==> src/rtl/mem_wb_stage_pkg.sv <==
// mem_wb_stage_pkg: shared definitions for the memory-access / write-back stage.
//   - register-file bus widths, zero word and write-enable levels
//   - memory-operation encodings carried on ex_memop
//   - stage state encodings
//   - small helpers that classify a memory operation
package mem_wb_stage_pkg;

  localparam int                  REG_BUS_W     = 32;
  localparam int                  REG_ADDR_W    = 5;
  localparam logic [REG_BUS_W-1:0] ZERO_WORD    = '0;
  localparam logic                WRITE_ENABLE  = 1'b1;
  localparam logic                WRITE_DISABLE = 1'b0;

  typedef enum logic [3:0] {
    MEM_NONE = 4'd0,
    MEM_LB   = 4'd1,
    MEM_LH   = 4'd2,
    MEM_LW   = 4'd3,
    MEM_LBU  = 4'd4,
    MEM_LHU  = 4'd5,
    MEM_SB   = 4'd6,
    MEM_SH   = 4'd7,
    MEM_SW   = 4'd8
  } memop_e;

  typedef enum logic {
    ST_IDLE = 1'b0,
    ST_BUSY = 1'b1
  } state_e;

  // Encodings outside LB..SW are treated as plain ALU results.
  function automatic logic is_mem(input logic [3:0] op);
    return (op >= MEM_LB) && (op <= MEM_SW);
  endfunction

  function automatic logic is_load(input logic [3:0] op);
    return (op >= MEM_LB) && (op <= MEM_LHU);
  endfunction

  function automatic logic is_store(input logic [3:0] op);
    return (op >= MEM_SB) && (op <= MEM_SW);
  endfunction

  // Halfwords need an even address, words a multiple of four; bytes never fault.
  function automatic logic is_misaligned(input logic [3:0] op, input logic [1:0] lo);
    case (op)
      MEM_LH, MEM_LHU, MEM_SH: return lo[0];
      MEM_LW, MEM_SW:          return (lo != 2'b00);
      default:                 return 1'b0;
    endcase
  endfunction

endpackage

==> src/rtl/mem_wb_stage_if.sv <==
// Bus interfaces used by mem_wb_stage.
//   ex_if   : execute-stage handshake (valid/ready) plus the retiring
//             instruction's payload. master = execute stage, slave = this stage.
//   dmem_if : data-memory req/ack port. master = this stage, slave = memory.
interface ex_if #(
  parameter int ADDR_W = 32
);
  import mem_wb_stage_pkg::*;

  logic                  ex_valid;
  logic                  ex_ready;
  logic                  ex_wreg;
  logic [REG_ADDR_W-1:0] ex_waddr;
  logic [REG_BUS_W-1:0]  ex_wdata;
  logic [3:0]            ex_memop;
  logic [ADDR_W-1:0]     ex_maddr;
  logic [31:0]           ex_mstore;

  modport master (
    output ex_valid, ex_wreg, ex_waddr, ex_wdata, ex_memop, ex_maddr, ex_mstore,
    input  ex_ready
  );

  modport slave (
    input  ex_valid, ex_wreg, ex_waddr, ex_wdata, ex_memop, ex_maddr, ex_mstore,
    output ex_ready
  );
endinterface

interface dmem_if #(
  parameter int ADDR_W = 32
);
  logic              dmem_req;
  logic              dmem_we;
  logic [ADDR_W-1:0] dmem_addr;
  logic [3:0]        dmem_be;
  logic [31:0]       dmem_wdata;
  logic              dmem_ack;
  logic [31:0]       dmem_rdata;

  modport master (
    output dmem_req, dmem_we, dmem_addr, dmem_be, dmem_wdata,
    input  dmem_ack, dmem_rdata
  );

  modport slave (
    input  dmem_req, dmem_we, dmem_addr, dmem_be, dmem_wdata,
    output dmem_ack, dmem_rdata
  );
endinterface

==> src/rtl/mem_wb_stage_lane_fmt.sv <==
// mem_lane_fmt: combinational byte-lane steering for the data-memory port.
//   st_op/st_lo/st_data -> st_be/st_wdata : byte enables and lane-replicated
//                                            store data for the op being accepted
//   ld_op/ld_lo/ld_word -> ld_data        : lane selection and sign/zero
//                                            extension of a returned read word
module mem_lane_fmt
  import mem_wb_stage_pkg::*;
(
  input  logic [3:0]  st_op,
  input  logic [1:0]  st_lo,
  input  logic [31:0] st_data,
  output logic [3:0]  st_be,
  output logic [31:0] st_wdata,
  input  logic [3:0]  ld_op,
  input  logic [1:0]  ld_lo,
  input  logic [31:0] ld_word,
  output logic [31:0] ld_data
);

  logic [7:0]  byte_sel;
  logic [15:0] half_sel;

  // Replicating the data across every lane lets the memory pick it up
  // purely from the byte enables.
  always_comb begin
    st_be    = 4'b1111;
    st_wdata = st_data;
    case (st_op)
      MEM_SB: begin
        st_be    = 4'b0001 << st_lo;
        st_wdata = {4{st_data[7:0]}};
      end
      MEM_SH: begin
        st_be    = st_lo[1] ? 4'b1100 : 4'b0011;
        st_wdata = {2{st_data[15:0]}};
      end
      default: ;
    endcase
  end

  always_comb begin
    byte_sel = ld_word[{ld_lo, 3'b000} +: 8];
    half_sel = ld_lo[1] ? ld_word[31:16] : ld_word[15:0];
    ld_data  = ld_word;
    case (ld_op)
      MEM_LB:  ld_data = {{24{byte_sel[7]}}, byte_sel};
      MEM_LBU: ld_data = {24'h000000, byte_sel};
      MEM_LH:  ld_data = {{16{half_sel[15]}}, half_sel};
      MEM_LHU: ld_data = {16'h0000, half_sel};
      default: ;
    endcase
  end

endmodule

==> src/rtl/mem_wb_stage.sv <==
// mem_wb_stage: memory-access and write-back stage feeding the register file.
//   clk, rst        : clock, asynchronous active-high reset
//   ex   (slave)    : one retiring instruction per valid/ready handshake
//   dmem (master)   : req/ack data-memory port, request held until ack
//   wb_we/waddr/wdata : registered one-cycle register-file write pulse
//   exc_misalign    : one-cycle pulse when a misaligned access is dropped
//   exc_bus_timeout : one-cycle pulse when ACK_TIMEOUT busy cycles pass without ack
// ACK_TIMEOUT = 0 disables the timeout.
module mem_wb_stage
  import mem_wb_stage_pkg::*;
#(
  parameter int ACK_TIMEOUT = 255,
  parameter int ADDR_W      = 32
) (
  input  logic                  clk,
  input  logic                  rst,
  ex_if.slave                   ex,
  dmem_if.master                dmem,
  output logic                  wb_we,
  output logic [REG_ADDR_W-1:0] wb_waddr,
  output logic [REG_BUS_W-1:0]  wb_wdata,
  output logic                  exc_misalign,
  output logic                  exc_bus_timeout
);

  localparam int               CNT_W      = (ACK_TIMEOUT < 2) ? 1 : $clog2(ACK_TIMEOUT + 1);
  localparam logic             TIMEOUT_EN = (ACK_TIMEOUT != 0);
  // Last busy-cycle count before giving up: the edge that would make the
  // count equal ACK_TIMEOUT is the abort edge.
  localparam logic [CNT_W-1:0] CNT_LAST   = (ACK_TIMEOUT == 0) ? '0 : CNT_W'(ACK_TIMEOUT - 1);

  state_e                state_q, state_d;
  logic [CNT_W-1:0]      cnt_q, cnt_d;
  logic [3:0]            op_q, op_d;
  logic [REG_ADDR_W-1:0] rd_q, rd_d;
  logic                  wreg_q, wreg_d;
  logic [1:0]            lo_q, lo_d;

  logic                  req_q, req_d;
  logic                  we_q, we_d;
  logic [ADDR_W-1:0]     addr_q, addr_d;
  logic [3:0]            be_q, be_d;
  logic [31:0]           wdata_q, wdata_d;

  logic                  wb_we_d;
  logic [REG_ADDR_W-1:0] wb_waddr_d;
  logic [REG_BUS_W-1:0]  wb_wdata_d;
  logic                  mis_d, tmo_d;

  logic [3:0]            st_be;
  logic [31:0]           st_wdata;
  logic [31:0]           ld_data;

  mem_lane_fmt u_lane_fmt (
    .st_op    (ex.ex_memop),
    .st_lo    (ex.ex_maddr[1:0]),
    .st_data  (ex.ex_mstore),
    .st_be    (st_be),
    .st_wdata (st_wdata),
    .ld_op    (op_q),
    .ld_lo    (lo_q),
    .ld_word  (dmem.dmem_rdata),
    .ld_data  (ld_data)
  );

  // Gated by rst so the upstream stage never sees a transfer while in reset.
  assign ex.ex_ready       = (state_q == ST_IDLE) && !rst;

  assign dmem.dmem_req     = req_q;
  assign dmem.dmem_we      = we_q;
  assign dmem.dmem_addr    = addr_q;
  assign dmem.dmem_be      = be_q;
  assign dmem.dmem_wdata   = wdata_q;

  always_comb begin
    // NOTE: every variable written here gets a default first, so no path through
    // the case statement can leave one unassigned and infer a latch.
    state_d    = state_q;
    cnt_d      = cnt_q;
    op_d       = op_q;
    rd_d       = rd_q;
    wreg_d     = wreg_q;
    lo_d       = lo_q;
    req_d      = req_q;
    we_d       = we_q;
    addr_d     = addr_q;
    be_d       = be_q;
    wdata_d    = wdata_q;
    wb_we_d    = WRITE_DISABLE;
    wb_waddr_d = wb_waddr;
    wb_wdata_d = wb_wdata;
    mis_d      = 1'b0;
    tmo_d      = 1'b0;

    case (state_q)
      ST_IDLE: begin
        if (ex.ex_valid) begin
          if (!is_mem(ex.ex_memop)) begin
            wb_we_d    = ex.ex_wreg && (ex.ex_waddr != '0);
            wb_waddr_d = ex.ex_waddr;
            wb_wdata_d = ex.ex_wdata;
          end else if (is_misaligned(ex.ex_memop, ex.ex_maddr[1:0])) begin
            mis_d = 1'b1;
          end else begin
            op_d    = ex.ex_memop;
            rd_d    = ex.ex_waddr;
            wreg_d  = ex.ex_wreg;
            lo_d    = ex.ex_maddr[1:0];
            req_d   = 1'b1;
            we_d    = is_store(ex.ex_memop);
            addr_d  = {ex.ex_maddr[ADDR_W-1:2], 2'b00};
            be_d    = st_be;
            wdata_d = st_wdata;
            cnt_d   = '0;
            state_d = ST_BUSY;
          end
        end
      end

      ST_BUSY: begin
        // Ack is tested first so it wins when it lands on the abort edge.
        if (dmem.dmem_ack) begin
          req_d   = 1'b0;
          state_d = ST_IDLE;
          if (is_load(op_q)) begin
            wb_we_d    = wreg_q && (rd_q != '0);
            wb_waddr_d = rd_q;
            wb_wdata_d = ld_data;
          end
        end else if (TIMEOUT_EN && (cnt_q == CNT_LAST)) begin
          req_d   = 1'b0;
          tmo_d   = 1'b1;
          state_d = ST_IDLE;
        end else if (TIMEOUT_EN) begin
          cnt_d = cnt_q + 1'b1;
        end
      end

      default: state_d = ST_IDLE;
    endcase
  end

  // NOTE: sequential state uses non-blocking assignments so every flop samples
  // the values from before the edge, independent of block ordering.
  always_ff @(posedge clk or posedge rst) begin
    if (rst) begin
      state_q         <= ST_IDLE;
      cnt_q           <= '0;
      op_q            <= MEM_NONE;
      rd_q            <= '0;
      wreg_q          <= 1'b0;
      lo_q            <= 2'b00;
      req_q           <= 1'b0;
      we_q            <= 1'b0;
      addr_q          <= '0;
      be_q            <= 4'b0000;
      wdata_q         <= ZERO_WORD;
      wb_we           <= WRITE_DISABLE;
      wb_waddr        <= '0;
      wb_wdata        <= ZERO_WORD;
      exc_misalign    <= 1'b0;
      exc_bus_timeout <= 1'b0;
    end else begin
      state_q         <= state_d;
      cnt_q           <= cnt_d;
      op_q            <= op_d;
      rd_q            <= rd_d;
      wreg_q          <= wreg_d;
      lo_q            <= lo_d;
      req_q           <= req_d;
      we_q            <= we_d;
      addr_q          <= addr_d;
      be_q            <= be_d;
      wdata_q         <= wdata_d;
      wb_we           <= wb_we_d;
      wb_waddr        <= wb_waddr_d;
      wb_wdata        <= wb_wdata_d;
      exc_misalign    <= mis_d;
      exc_bus_timeout <= tmo_d;
    end
  end

endmodule

==> src/flat_wrapper.sv <==
// flat-port wrapper written by rule: the top's interface ports become plain ports
module mem_wb_stage_flat import mem_wb_stage_pkg::*;
#(
  parameter int ACK_TIMEOUT = 255,
  parameter int ADDR_W      = 32
)
  (clk, rst, wb_we, wb_waddr, wb_wdata, exc_misalign, exc_bus_timeout, ex_ex_valid, ex_ex_wreg, ex_ex_waddr, ex_ex_wdata, ex_ex_memop, ex_ex_maddr, ex_ex_mstore, ex_ex_ready, dmem_dmem_req, dmem_dmem_we, dmem_dmem_addr, dmem_dmem_be, dmem_dmem_wdata, dmem_dmem_ack, dmem_dmem_rdata);
  ex_if #(.ADDR_W(ADDR_W)) ex_i ();
  dmem_if #(.ADDR_W(ADDR_W)) dmem_i ();
  input  logic clk;
  input  logic rst;
  output logic wb_we;
  output logic [REG_ADDR_W-1:0] wb_waddr;
  output logic [REG_BUS_W-1:0] wb_wdata;
  output logic exc_misalign;
  output logic exc_bus_timeout;
  input wire logic [$bits(ex_i.ex_valid)-1:0] ex_ex_valid;
  input wire logic [$bits(ex_i.ex_wreg)-1:0] ex_ex_wreg;
  input wire logic [$bits(ex_i.ex_waddr)-1:0] ex_ex_waddr;
  input wire logic [$bits(ex_i.ex_wdata)-1:0] ex_ex_wdata;
  input wire logic [$bits(ex_i.ex_memop)-1:0] ex_ex_memop;
  input wire logic [$bits(ex_i.ex_maddr)-1:0] ex_ex_maddr;
  input wire logic [$bits(ex_i.ex_mstore)-1:0] ex_ex_mstore;
  output wire logic [$bits(ex_i.ex_ready)-1:0] ex_ex_ready;
  output wire logic [$bits(dmem_i.dmem_req)-1:0] dmem_dmem_req;
  output wire logic [$bits(dmem_i.dmem_we)-1:0] dmem_dmem_we;
  output wire logic [$bits(dmem_i.dmem_addr)-1:0] dmem_dmem_addr;
  output wire logic [$bits(dmem_i.dmem_be)-1:0] dmem_dmem_be;
  output wire logic [$bits(dmem_i.dmem_wdata)-1:0] dmem_dmem_wdata;
  input wire logic [$bits(dmem_i.dmem_ack)-1:0] dmem_dmem_ack;
  input wire logic [$bits(dmem_i.dmem_rdata)-1:0] dmem_dmem_rdata;
  assign ex_i.ex_valid = ex_ex_valid;
  assign ex_i.ex_wreg = ex_ex_wreg;
  assign ex_i.ex_waddr = ex_ex_waddr;
  assign ex_i.ex_wdata = ex_ex_wdata;
  assign ex_i.ex_memop = ex_ex_memop;
  assign ex_i.ex_maddr = ex_ex_maddr;
  assign ex_i.ex_mstore = ex_ex_mstore;
  assign ex_ex_ready = ex_i.ex_ready;
  assign dmem_dmem_req = dmem_i.dmem_req;
  assign dmem_dmem_we = dmem_i.dmem_we;
  assign dmem_dmem_addr = dmem_i.dmem_addr;
  assign dmem_dmem_be = dmem_i.dmem_be;
  assign dmem_dmem_wdata = dmem_i.dmem_wdata;
  assign dmem_i.dmem_ack = dmem_dmem_ack;
  assign dmem_i.dmem_rdata = dmem_dmem_rdata;
  mem_wb_stage #(.ACK_TIMEOUT(ACK_TIMEOUT), .ADDR_W(ADDR_W)) u_core (.clk(clk), .rst(rst), .ex(ex_i), .dmem(dmem_i), .wb_we(wb_we), .wb_waddr(wb_waddr), .wb_wdata(wb_wdata), .exc_misalign(exc_misalign), .exc_bus_timeout(exc_bus_timeout));
endmodule
==> config.mk <==
export PLATFORM = sky130hd
export DESIGN_NAME = mem_wb_stage_flat
export DESIGN_NICKNAME = d
export VERILOG_FILES = /design/src/rtl/mem_wb_stage_pkg.sv /design/src/rtl/mem_wb_stage_if.sv /design/src/rtl/mem_wb_stage_lane_fmt.sv /design/src/rtl/mem_wb_stage.sv /design/src/flat_wrapper.sv
export SDC_FILE = /design/constraint.sdc
export NUM_CORES = 1
export LEC_CHECK = 0
export BUFFER_PORTS_ARGS = -buffer_cell sky130_fd_sc_hd__buf_4
export CAP_MARGIN = 40
export CORE_UTILIZATION = 40
export CTS_CLUSTER_SIZE = 24
export DETAILED_ROUTE_END_ITERATION = 16
export PLACE_DENSITY_LB_ADDON = 0.12
export RECOVER_POWER = 100
export SLEW_MARGIN = 20
export SYNTH_ARGS = -nofsm -noshare
export SYNTH_HDL_FRONTEND = slang
export SYNTH_SLANG_ARGS = --single-unit
==> constraint.sdc <==
create_clock -name clk -period 5.3 [get_ports clk]
set_input_delay 1.59 -clock clk [delete_from_list [all_inputs] [get_ports clk]]
set_output_delay 1.59 -clock clk [all_outputs]
set_load 0.05 [all_outputs]
# Yosys cells after proc, flatten, opt, wreduce, memory -nomap -nowiden
# Cells that the tools add are included.
[op_classes]
n_addsub = 1
magnitude_cmp = 5
eq_ne = 20
shift = 2
mux = 49
bitwise = 2
reduce_logical = 16
[op_table]
columns = ["op", "n"]
rows = [
  ["$mux 32", 4],
  ["$pmux 32 s2", 2],
  ["$pmux 32 s4", 1],
  ["$mux 8", 5],
  ["$shiftx 32x6->8", 1],
  ["$mux 1", 24],
  ["$eq 4x3->1 const B", 5],
  ["$mux 5", 4],
  ["$mux 16", 1],
  ["$ne 2x2->1 const B", 8],
  ["$pmux 8 s2", 1],
  ["$eq 4x2->1 const B", 3],
  ["$reduce_and 4->1", 3],
  ["$pmux 5 s2", 1],
  ["$reduce_bool 5->1", 2],
  ["$add 8x1->8 const B", 1],
  ["$eq 8x8->1 const B", 1],
  ["$ge 4x1->1 const B", 2],
  ["$pmux 1 s2", 4],
  ["$pmux 4 s2", 1],
  ["$logic_and 1x1->1", 6],
  ["$reduce_and 5->1", 1],
  ["$eq 4x1->1 const B", 1],
  ["$eq 4x4->1 const B", 1],
  ["other kinds (11)", 12],
]
[word_totals]
reg_bits = 129

# Logic depth before layout (Yosys ltp)
# Gate-level depths: netlist of the first run.
[depth]
ltp_word = 10
mapped_depth = 8

# Cells and area by module
# A second synthesis of the first run with hierarchy kept.
[unflattened]
hier_cells = 592
area_unflattened_um2 = 6678.9
[by_module_without_submodules]
columns = ["module", "instances", "cells_each", "area_per_inst_um2", "seq_area_each_um2"]
rows = [
  ["mem_wb_stage", 1, 416, 5494.0, 3228.1],
  ["mem_lane_fmt", 1, 176, 1184.9, 0.0],
]

# Worst setup path after synthesis of the first run
# Ideal clock, no wire load.
[synth_path]
kind = "in2out"
from = "input rst"
to = "output ex_ex_ready"
arrival_ps = 2235
required_ps = 3710
slack_ps = 1475
stages = 1
cell_sequence = "nor2_1"
[synth_via]
elab_chain_len = 2
[synth_rtl]
columns = ["element", "line_no", "text"]
rows = [
  ["start: declaration", "flat_wrapper.sv:11", "input logic rst;"],
  ["$logic_not 1->1", "mem_wb_stage.sv:67", "assign ex.ex_ready = (state_q == ST_IDLE) && !rst;"],
  ["$logic_and 1x1->1", "mem_wb_stage.sv:67", ""],
  ["end: declaration", "flat_wrapper.sv:24", "output wire logic [$bits(ex_i.ex_ready)-1:0] ex_ex_ready;"],
]
# Every way passes these cells.

# Worst setup path in the final report of the first run
[layout_path]
from = "input ex_ex_memop[0]"
to = "register u_core.wdata_q[31], in the netlist u_core.dmem.dmem_wdata[31]"
[layout_via]
elab_chain_len = 8
elab_cells_between_ends = 18
[layout_rtl]
columns = ["element", "line_no", "text"]
rows = [
  ["start: declaration", "flat_wrapper.sv:21", "input wire logic [$bits(ex_i.ex_memop)-1:0] ex_ex_memop;"],
  ["$eq 4x2->1, or another cell as far along", "mem_wb_stage_pkg.sv:46", "case (op)"],
  ["$reduce_or 3->1 or $reduce_or 2->1 (tied branches)", "mem_wb_stage_pkg.sv:46", ""],
  ["$pmux 1 s2", "mem_wb_stage_pkg.sv:46", ""],
  ["$mux 1", "mem_wb_stage.sv:98", "if (!is_mem(ex.ex_memop)) begin"],
  ["$mux 1", "mem_wb_stage.sv:97", "if (ex.ex_valid) begin"],
  ["$mux 1", "mem_wb_stage.sv:95", "case (state_q)"],
  ["$not 1->1 (no source line)", "-", ""],
  ["$reduce_and 4->1 (no source line)", "-", ""],
  ["end signal: assignment", "mem_wb_stage.sv:174", "wdata_q <= wdata_d;"],
  ["end: declaration", "mem_wb_stage.sv:43", "logic [31:0] wdata_q, wdata_d;"],
]
# Several ways; a longest one is shown, not always the timed one. The select of a mux whose other input is x is not followed.
# A chain may end at the register's enable or synchronous reset.

==> results of run 1 <==
cells in the final DEF (no fill, tap or decap), types with 3 or more instances in the layout:
| cell type | netlist | routed |
|---|---|---|
| xnor2_1 | 3 | 3 |
| clkbuf_1 | 17 | 114 |
| a311oi_1 | 7 | 7 |
| a22o_1 | 6 | 6 |
| o21bai_1 | 3 | 3 |
| mux2_2 | 8 | 8 |
| inv_1 | 6 | 5 |
| o211ai_1 | 6 | 6 |
| o21a_1 | 3 | 3 |
| xor2_1 | 3 | 3 |
| o21ai_0 | 40 | 65 |
| a21oi_1 | 14 | 14 |
| a22oi_1 | 7 | 7 |
| buf_4 | 7 | 141 |
| nand3_1 | 5 | 5 |
| mux2i_1 | 41 | 41 |
| clkinvlp_4 | 0 | 4 |
| nand2_1 | 225 | 225 |
| nor2b_1 | 4 | 4 |
| nand2b_1 | 5 | 5 |
| o2bb2ai_1 | 16 | 16 |
| nand4_1 | 3 | 3 |
| bufinv_16 | 0 | 3 |
| a211oi_1 | 3 | 3 |
| and3_1 | 4 | 4 |
| dfrtp_1 | 129 | 128 |
| a31oi_1 | 6 | 6 |
| or3_1 | 3 | 3 |
| nor3_1 | 11 | 12 |
| nor2_1 | 42 | 42 |
| clkbuf_16 | 0 | 17 |
| buf_12 | 0 | 3 |
| inv_6 | 0 | 3 |
cell families (layout without fill, tap and decap cells):
kind of cell             Yosys count  after routing
flip-flops                       129            129
AO/OA/AOI/OAI                    145            145
buffers and inverters             53            297
XOR/XNOR                           7              7
other                              1              2
multiplexers                      49             49
AND/OR/NAND/NOR                  316            316
adder cells (fa/ha/maj)            2              2
where the power goes:
group | leakage [nW] | switching (mW) | internal (mW)
Clock | 0.285 | 0.458 | 0.747
Sequential | 1.59 | 0.220 | 1.29
Combinational | 2.17 | 1.54 | 0.454
Total | 4.04 | 2.21 | 2.49
sequential cells by signal, indices dropped and copies added (netlist names), 2 cells and up:
name,flops
u_core.rd_q,5
u_core.wb_waddr,5
u_core.dmem.dmem_wdata,32
u_core.wb_wdata,32
u_core.cnt_q,8
u_core.dmem.dmem_addr,30
u_core.op_q,4
u_core.dmem.dmem_be,4
u_core.lo_q,2
worst max-delay path, delay by kind of cell:
| kind | cells | cell delay [ns] |
|---|---|---|
| buffers and inverters | 2 | 1.02 |
| xor gates and xnor gates | 1 | 0.30 |
| AOI/OAI and AO/OA | 1 | 0.08 |
| and+or+nand+nor | 3 | 1.17 |
layout make-up:
cell class / instances / area share, %
timing repair buffer: 259 / 18.2
multi-input combinational: 521 / 33.6
inverter: 6 / 0.277
sequential: 129 / 37.7
clock buffer: 18 / 5.01
clock inverter: 14 / 2.10
tap: 211 / 3.08
path summary, 6_finish.rpt:
path | slack (ns) | cells after the start | end
setup / recovery | 1.39 | 7 | u_core.dmem.dmem_wdata[31]
hold / removal | 0.48 | 2 | u_core.dmem.dmem_addr[29]
setup reg to reg | 2.81 | 6 | u_core.wb_wdata[4]
hold reg to reg | 0.48 | 2 | u_core.dmem.dmem_addr[29]
max in group asynchronous | 1.99 | 4 | u_core.wb_wdata[10]
min in group asynchronous | 1.14 | 2 | u_core.wb_wdata[20]
metal layers:
| layer | routed length [microns] | vias up | share of wire [%] | global-route usage [%] |
|---|---|---|---|---|
| met3 | 1460 | 15 | 7.8 | 7.69 |
| met1 | 8190 | 2689 | 44 | 30.6 |
| met4 | 306 | 0 | 1.6 | 7.27 |
| met5 | 0 | - | 0 | 0 |
| met2 | 8720 | 200 | 47 | 36.0 |
| li1 | - | 2858 | - | - |
stage by stage:
step           cells  instance area [sq um]  hold slack (ns)  setup slack (ns)  utilization [%]
5_1_grt         1158                   8570            0.490              1.14             55.5
2_1_floorplan    703                   6410            0.439             0.269                -
4_1_cts         1157                   9010            0.482              1.71             58.4
3_3_place_gp    1122                   8350            0.455              1.55             54.1
6_report        1158                   8570            0.476              1.39             55.5
3_5_place_dp    1125                   8400            0.464              1.59             54.4
==> impl_metrics.yaml, run 1 <==
min_path:
  hp-start: "u_core.dmem.dmem_addr[29]"
  hp-class: "flip-flop to flip-flop"
global_routing:
  grt_pass1_vias: 5562
  grt_usage_pct: 23.2
  grt-ovfl-total: 0
  grt_max_degree: 78
  grt_pass1_wl_microns: 29600
  grt_antenna_before_repair: 0
setup_path:
  timing.rr.start: "u_core.state_q"
  worstSetupStartpointType: "input port"
  worstSetupPathType: "input port to flip-flop"
  critPathMaxFanout: 51
  cp.required_ns: 5.59
  worstSetupEndpointType: "flip-flop"
  critPathLaunch: "ex_ex_memop[0]"
  path_cells: "clkbuf_1 > nor3_1 > xnor2_4 > or4b_4 > buf_12 > nand2_1 > o21ai_0"
  crit_path_max_incr_delay_ns: 0.78
  crit_arrival_ns: 4.20
  crit_slowest_cell: "or4b_4"
clock_tree:
  cts_root_buf: "clkbuf_16"
  hold_buffers: 0
  cts_max_path_buffers: 2
  cts_sinks: 129
  cts_max_level: 4
  post_cts_resize_count: 0
  clkLatencyLatePin_ns: 0.42
  cts_tree: "built"
  cts_buffers: 17
  cts_setup_buffers: 0
  cts.clk_slew.worst_paths_ns: 0.06
yosys:
  syn_area_sq_um: 6410
  synth_mux_area_share_pct: 7.81
  synth-seq-cells: 129
  postSynth.asyncResetShare_pct: 100
  synthDistinctLibCells: 55
  synth_edf_count: 0
  synth_compound_area_share_pct: 14.5
  synthTopCellsByCount: "nand2_1, dfrtp_1, nor2_1, mux2i_1, o21ai_0"
  synth_top_family_by_area: "simple AND/OR/NAND/NOR gates"
  syn_area_per_cell_sq_um: 9.13
  ys_seq_area_share_pct: 50.4
  synthTopCellsByArea: "dfrtp_1, nand2_1, mux2i_1"
  yosys.area_share.simple_pct: 21.0
  synth_xor_area_share_pct: 1.25
  synth_cells: 702
  ys_warn_count: 0
  synth_ff_type: "dfrtp_1"
  synthMostInstantiatedCell: "nand2_1"
  synthAdderAreaFrac_pct: 0.390
  yosysTopAreaCell: "dfrtp_1"
  synth_top_area_share_pct: 50.4
route:
  dr.pass1.iters: 5
  route.detailed.drc: 0
  vias: 5762
  viasPerCell: 4.98
  antenna_left: 0
  wl_per_cell_microns: 16.1
  drtIter0Drc: 291
  drt_wl_total_microns: 18700
placement:
  io_buffers: 250
  dp_hpwl_microns: 13600
  gp_congestion: 0.823
die:
  start_util_pct: 41.6
  fp.dieH_microns: 129
  dieArea_sq_um: 16500
  fp.dieW_microns: 129
  core-area_sq_um: 15400
  rows: 45
  num_io_pins: 253
finish:
  seqCellArea_sq_um: 3230
  antennaDiodeCount: 0
  nFillCells: 1553
  layout-drive-gt1-share_pct: 20.8
  fin_nets: 1078
  multiInputGateArea_sq_um: 2880
  syn_to_final_growth_pct: 33.6
job:
  cap_violations: 1
timing:
  slew_headroom_pct: -20.4
  tightest_slew_ns: 1.81
  min_period_ns: 3.91
  hold_violations: 0
  drv_slew: 70
  finClkSkew_ns: 0.0143
  finalSetupTns_ns: 0
  fin_crit_sh_pct: 73.8
  setup_viol: 0
  clock.fmax_mhz: 256
  rsz0062_at_grt: "no"
pwr:
  power_leakage_nw: 4.04
  power_mw: 4.71
  powerDensity_nw_per_um2: 549
  ir_drop_uv: 273
outcome:
  failed_checks: "capacitance limit, slew limit"
  status: "finished with violations"
No activity file was read; power rests on OpenSTA's default activity.
==> run 2, diff against run 1 <==
--- a/config.mk
+++ b/config.mk
@@ -5,6 +5,7 @@
 export SDC_FILE = /design/constraint.sdc
 export NUM_CORES = 1
 export LEC_CHECK = 0
+export ABC_AREA = 1
 export BUFFER_PORTS_ARGS = -buffer_cell sky130_fd_sc_hd__buf_4
 export CAP_MARGIN = 40
 export CORE_UTILIZATION = 40
==> constraint.sdc (replaced) <==
create_clock -name clk -period 3.5 [get_ports clk]
set_input_delay 1.05 -clock clk [delete_from_list [all_inputs] [get_ports clk]]
set_output_delay 1.05 -clock clk [all_outputs]
set_load 0.05 [all_outputs]
==> run 2 against run 1 <==
Net effect:
- the flow now finishes without violations
- global-route usage shrank 0.34 points
- core utilization shrank 1.1 points
- count of clock-buffer cells in the layout is the same
==> impl_metrics.yaml, run 2 <==
setup_path:
  critPathMaxFanout: 56
  crit_path_max_incr_delay_ns: 0.48
  reg2reg_slack_ns: 1.02
  path_cells: "buf_4 > nor2_1 > clkbuf_1"
  worstSetupEndpointType: "output pin"
  worstSetupStartpointType: "flip-flop"
  crit_slowest_cell: "clkbuf_1"
  worstSetupPathType: "flip-flop to output pin"
  crit_arrival_ns: 1.77
  cp.required_ns: 2.45
clock_tree:
  cts_setup_buffers: 0
  cts_root_buf: "clkbuf_16"
  cts_buffers: 17
  cts.clk_slew.worst_paths_ns: 0.06
  cts_max_path_buffers: 2
  cts_tree: "built"
  cts_max_level: 4
  hold_buffers: 0
  post_cts_resize_count: 0
  clkLatencyLatePin_ns: 0.42
  cts_sinks: 129
placement:
  dpl.cell_count: 1342
  dp_hpwl_microns: 14100
  gp_congestion: 0.860
  pre_cts_slack_ns: 0.683
  io_buffers: 250
  placed_area_sq_um: 8660
yosys:
  syn_area_sq_um: 6640
  synth_ff_type: "dfrtp_1"
  synthTopCellsByCount: "nand2_1, dfrtp_1, nor2_1, o21ai_0, inv_1"
  synth_edf_count: 0
  synthDistinctLibCells: 34
  synthTopCellsByArea: "dfrtp_1, nand2_1, nor2_1"
  yosysTopAreaCell: "dfrtp_1"
  synth_top_area_share_pct: 48.6
  syn_area_per_cell_sq_um: 7.29
  postSynth.asyncResetShare_pct: 100
  synth-seq-cells: 129
  synth_cells: 911
  ys_warn_count: 0
  synthMostInstantiatedCell: "nand2_1"
  ys_seq_area_share_pct: 48.6
timing:
  finClkSkew_ns: 0.00903
  clock.fmax_mhz: 355
  fin_ws_ns: 0.681
  fin_crit_sh_pct: 80.5
  finalSetupTns_ns: 0
  drv_slew: 0
  tightest_slew_ns: 1.24
  min_period_ns: 2.82
  setup_viol: 0
  rsz0062_at_grt: "no"
  hold_violations: 0
  slew_headroom_pct: 16.8
pwr:
  powerDensity_nw_per_um2: 769
  power_leakage_nw: 4.59
  ir_drop_uv: 359
route:
  dr.pass1.iters: 4
  route.detailed.drc: 0
  wl_per_cell_microns: 14.2
  drtIter0Drc: 382
  viasPerCell: 4.72
  vias: 6487
  drt_wl_total_microns: 19500
  antenna_left: 0
die:
  rows: 46
  fp.dieH_microns: 131
  dieArea_sq_um: 17100
  num_io_pins: 253
  fp.dieW_microns: 131
  start_util_pct: 41.4
  core-area_sq_um: 16100
global_routing:
  grt_pass1_wl_microns: 29800
  grt_max_degree: 69
  grt_antenna_before_repair: 0
  grt_usage_pct: 22.8
  grt-ovfl-total: 0
  grt_pass1_vias: 5883
finish:
  multiInputGateArea_sq_um: 2920
  mostFrequentLayoutCells: "nand2_1, buf_4, dfrtp_1, clkbuf_1, nor2_1"
  layout-drive-gt1-share_pct: 16.1
  fin_util_pct: 54.5
  fin_nets: 1289
  syn_to_final_growth_pct: 31.7
  nFillCells: 1713
  fin_cells: 1374
  final_area_sq_um: 8750
  final_common_cell: "nand2_1"
  seqCellArea_sq_um: 3230
  antennaDiodeCount: 0
min_path:
  hp-class: "flip-flop to flip-flop"
outcome:
  status: "finished, final reports clean"
job:
  cap_violations: 0
run 2: cell types whose count changed after synthesis, moves of 7 or more:
cell       before  now
o2bb2ai_1      16    0
inv_1           6   48
o21ai_1        26   12
nand2_1       225  412
o21ai_0        40   54
a21oi_1        14   25
a311oi_1        7    0
nor3_1         11    2
a22oi_1         7    0
nor2_1         42   93
nand3_1         5   38
mux2i_1        41    4
mux2_2          8    0
run 2: kinds of logic (layout without fill, tap and decap cells):
kind of cell / Yosys count / in the layout / share of synthesized area [%]
AOI/OAI and AO/OA: 109 / 109 / 9.02
DFF: 129 / 129 / 48.6
muxes: 4 / 4 / 0.603
adders and majority gates: 2 / 2 / 0.377
buffers and inverters: 99 / 345 / 6.99
xor gates and xnor gates: 5 / 5 / 0.659
other: 1 / 2 / 0.0565
and+or+nand+nor: 562 / 562 / 33.7
run 2: stage by stage:
step | hold slack, ns | power [mW]
after global placement | 0.452 | 5.34
after global routing | 0.494 | 7.13
after CTS | 0.474 | 7.15
after detailed placement | 0.459 | 5.37
after floorplan | 0.436 | 4.33
final | 0.466 | 6.73
run 2: path summary, 6_finish.rpt:
check                                    startpoint                  endpoint  cells past startpoint
max in group asynchronous                       rst  u_core.dmem.dmem_addr[9]                      3
min in group asynchronous                       rst        u_core.wb_wdata[6]                      2
setup / recovery                     u_core.state_q               ex_ex_ready                      3
hold reg to reg            u_core.dmem.dmem_addr[2]  u_core.dmem.dmem_addr[2]                      2
hold / removal             u_core.dmem.dmem_addr[2]  u_core.dmem.dmem_addr[2]                      2
setup reg to reg                     u_core.state_q        u_core.wb_waddr[4]                      9
run 2: per-layer routing:
metal,vias up,global-route usage (%),routed length [microns]
li1,3317,-,-
met1,2942,29.9,8760
met2,206,37.0,9210
met3,22,5.70,1220
met4,0,7.23,318
met5,-,0,0
run 2: power by group:
group | internal (mW) | total (mW) | switching [mW]
clock network | 1.06 | 1.76 | 0.699
logic | 0.590 | 2.83 | 2.24
registers | 1.90 | 2.14 | 0.236
total | 3.55 | 6.73 | 3.18
run 2: final cells by class:
cell class / count / share of cell area [%]
inverter: 53 / 2.29
sequential: 129 / 36.9
multi-input combinational: 684 / 33.3
timing repair buffer: 260 / 17.7
clock inverter: 14 / 1.77
clock buffer: 18 / 4.91
tap: 216 / 3.09
run 2: critical path, delay by kind of cell, from the launching register on:
family	cells	cell delay, ns
AND/OR/NAND/NOR	1	0.16
buffers and inverters	2	0.78
flip-flops	1	0.39
==> run 3, diff against run 2 <==
==> constraint.sdc (replaced) <==
create_clock -name clk -period 2.45 [get_ports clk]
set_input_delay 0.735 -clock clk [delete_from_list [all_inputs] [get_ports clk]]
set_output_delay 0.735 -clock clk [all_outputs]
set_load 0.05 [all_outputs]
==> run 3 against run 2 <==
Net effect:
- sequential share of layout area is 0.23 points lower
- power rose by 41%
- final cell count up 0.73%
- clock skew up 0.0051 ns
- count of clock-buffer cells in the layout rose by 3
- worst hold slack improved by 0.00065 ns
- critical path type unchanged
- critical endpoint is now wb_waddr[4]
==> impl_metrics.yaml, run 3 (synthesized netlist as in run 2, its figures left out) <==
pwr:
  switching_share_pct: 47.9
  ir_drop_uv: 459
  powerDensity_nw_per_um2: 1080
  p_int_mw: 4.94
  power_mw: 9.49
  clockPowerShare_pct: 24.5
  power.switching_mw: 4.55
  power_leakage_nw: 4.62
  seqPwrFrac_pct: 32.5
  combPwrFrac_pct: 43.0
setup_path:
  cp.required_ns: 1.71
  worstSetupStartpointType: "flip-flop"
  critPathMaxFanout: 2
  timing.rr.start: "u_core.state_q"
  reg2reg_slack_ns: 0.40
  crit_arrival_ns: 1.33
  cp_top_family: "buffers and inverters"
  path_cells: "clkbuf_1"
  crit_path_max_incr_delay_ns: 0.53
  r2r_cells: 8
  r2r-end: "u_core.dmem.dmem_wdata[29]"
  crit_slowest_cell: "clkbuf_1"
  worstSetupEndpointType: "output pin"
  worstSetupPathType: "flip-flop to output pin"
  critPathLaunch: "u_core.wb_waddr[4]"
  path_buf_inv: 1
global_routing:
  grt_usage_pct: 23.2
  grt_max_degree: 53
  grt-ovfl-total: 0
  grt_antenna_before_repair: 0
  grt_pass1_wl_microns: 30500
  grt_pass1_vias: 6040
clock_tree:
  cts_tree: "built"
  cts_max_level: 4
  cts_buffers: 17
  clkLatencyLatePin_ns: 0.42
  cts_max_path_buffers: 2
  cts_root_buf: "clkbuf_16"
  post_cts_resize_count: 0
  hold_buffers: 0
  cts_setup_buffers: 0
  cts.clk_slew.worst_paths_ns: 0.06
  cts_sinks: 129
die:
  fp.dieW_microns: 131
  start_util_pct: 41.4
  dieArea_sq_um: 17100
  num_io_pins: 253
  core-area_sq_um: 16100
  rows: 46
  fp.dieH_microns: 131
finish:
  final_common_cell: "nand2_1"
  nFillCells: 1715
  syn_to_final_growth_pct: 32.5
  fin_nets: 1299
  final_area_sq_um: 8800
  layout-drive-gt1-share_pct: 17.3
  antennaDiodeCount: 0
  mostFrequentLayoutCells: "nand2_1, buf_4, dfrtp_1, clkbuf_1, nor2_1"
route:
  dr.pass1.iters: 5
  vias: 6610
  route.detailed.drc: 0
  wl_per_cell_microns: 14.4
  drtIter0Drc: 391
  viasPerCell: 4.78
  antenna_left: 0
  drt_wl_total_microns: 20000
timing:
  clock.fmax_mhz: 484
  finalSetupTns_ns: 0
  timing.hold.ws_ns: 0.467
  finClkSkew_ns: 0.0141
  min_period_ns: 2.07
  drv_slew: 0
  slew_headroom_pct: 30.3
  fin_crit_sh_pct: 84.4
  setup_viol: 0
  fin_ws_ns: 0.382
  tightest_slew_ns: 1.05
  hold_violations: 0
  rsz0062_at_grt: "no"
job:
  cap_violations: 0
outcome:
  status: "finished, final reports clean"
min_path:
  hp-start: "u_core.dmem.dmem_wdata[21]"
  hold_depth: 2
  whs_endpoint: "u_core.dmem.dmem_wdata[21]"
  hp-class: "flip-flop to flip-flop"
placement:
  dp_hpwl_microns: 14700
  placed_area_sq_um: 8750
  pre_cts_slack_ns: 0.277
  io_buffers: 250
  gp_congestion: 0.864
## run 3: power groups by stage
stage	combinational [mW]	clock, mW	sequential (mW)
4_1_cts	4.61	2.36	3.09
3_3_place_gp	4.56	0	3.12
5_1_grt	4.42	2.45	3.15
2_1_floorplan	1.28	0	4.91
6_report	4.09	2.33	3.08
3_5_place_dp	4.60	0	3.12
## run 3: metrics by stage
| stage | std cells | utilization, % |
|---|---|---|
| after global placement | 1352 | 54.5 |
| after detailed placement | 1352 | 54.5 |
| after global routing | 1384 | 54.8 |
| final | 1384 | 54.8 |
| after CTS | 1384 | 57.9 |
| after floorplan | 912 | - |
## run 3: how the worst max path moves through the flow
stage | endpoint | slack [ns] | cells past startpoint
6_report | wb_waddr[4] | 0.38 | 1
5_1_grt | u_core.dmem.dmem_wdata[11] | 0.20 | 8
4_1_cts | ex_ex_ready | 0.51 | 2
3_5_place_dp | u_core.dmem.dmem_wdata[29] | 0.28 | 11
3_3_place_gp | u_core.wb_wdata[21] | 0.31 | 11
2_1_floorplan | u_core.cnt_q[0] | 0.12 | 1
## run 3: layout make-up
cell class	count	area [sq um]	share of cell area (%)
clock buffer	21	460	5.23
clock inverter	11	80.1	0.910
inverter	53	200	2.27
multi-input combinational	684	2930	33.3
sequential	129	3230	36.7
tap	216	270	3.07
timing repair buffer	270	1630	18.6
## run 3: per-layer routing
| layer | GRT usage, % | share of wire, % | wire, microns |
|---|---|---|---|
| met1 | 30.1 | 44 | 8900 |
| met2 | 37.8 | 47 | 9400 |
| met5 | 0 | 0 | 0 |
| met4 | 8.86 | 1.8 | 367 |
| met3 | 5.13 | 6.6 | 1320 |
## run 3: worst min-delay path: stages (launching register included)
cell and delay (ns):
dfrtp_1 0.34, nand2_1 0.05, nand2_1 0.04
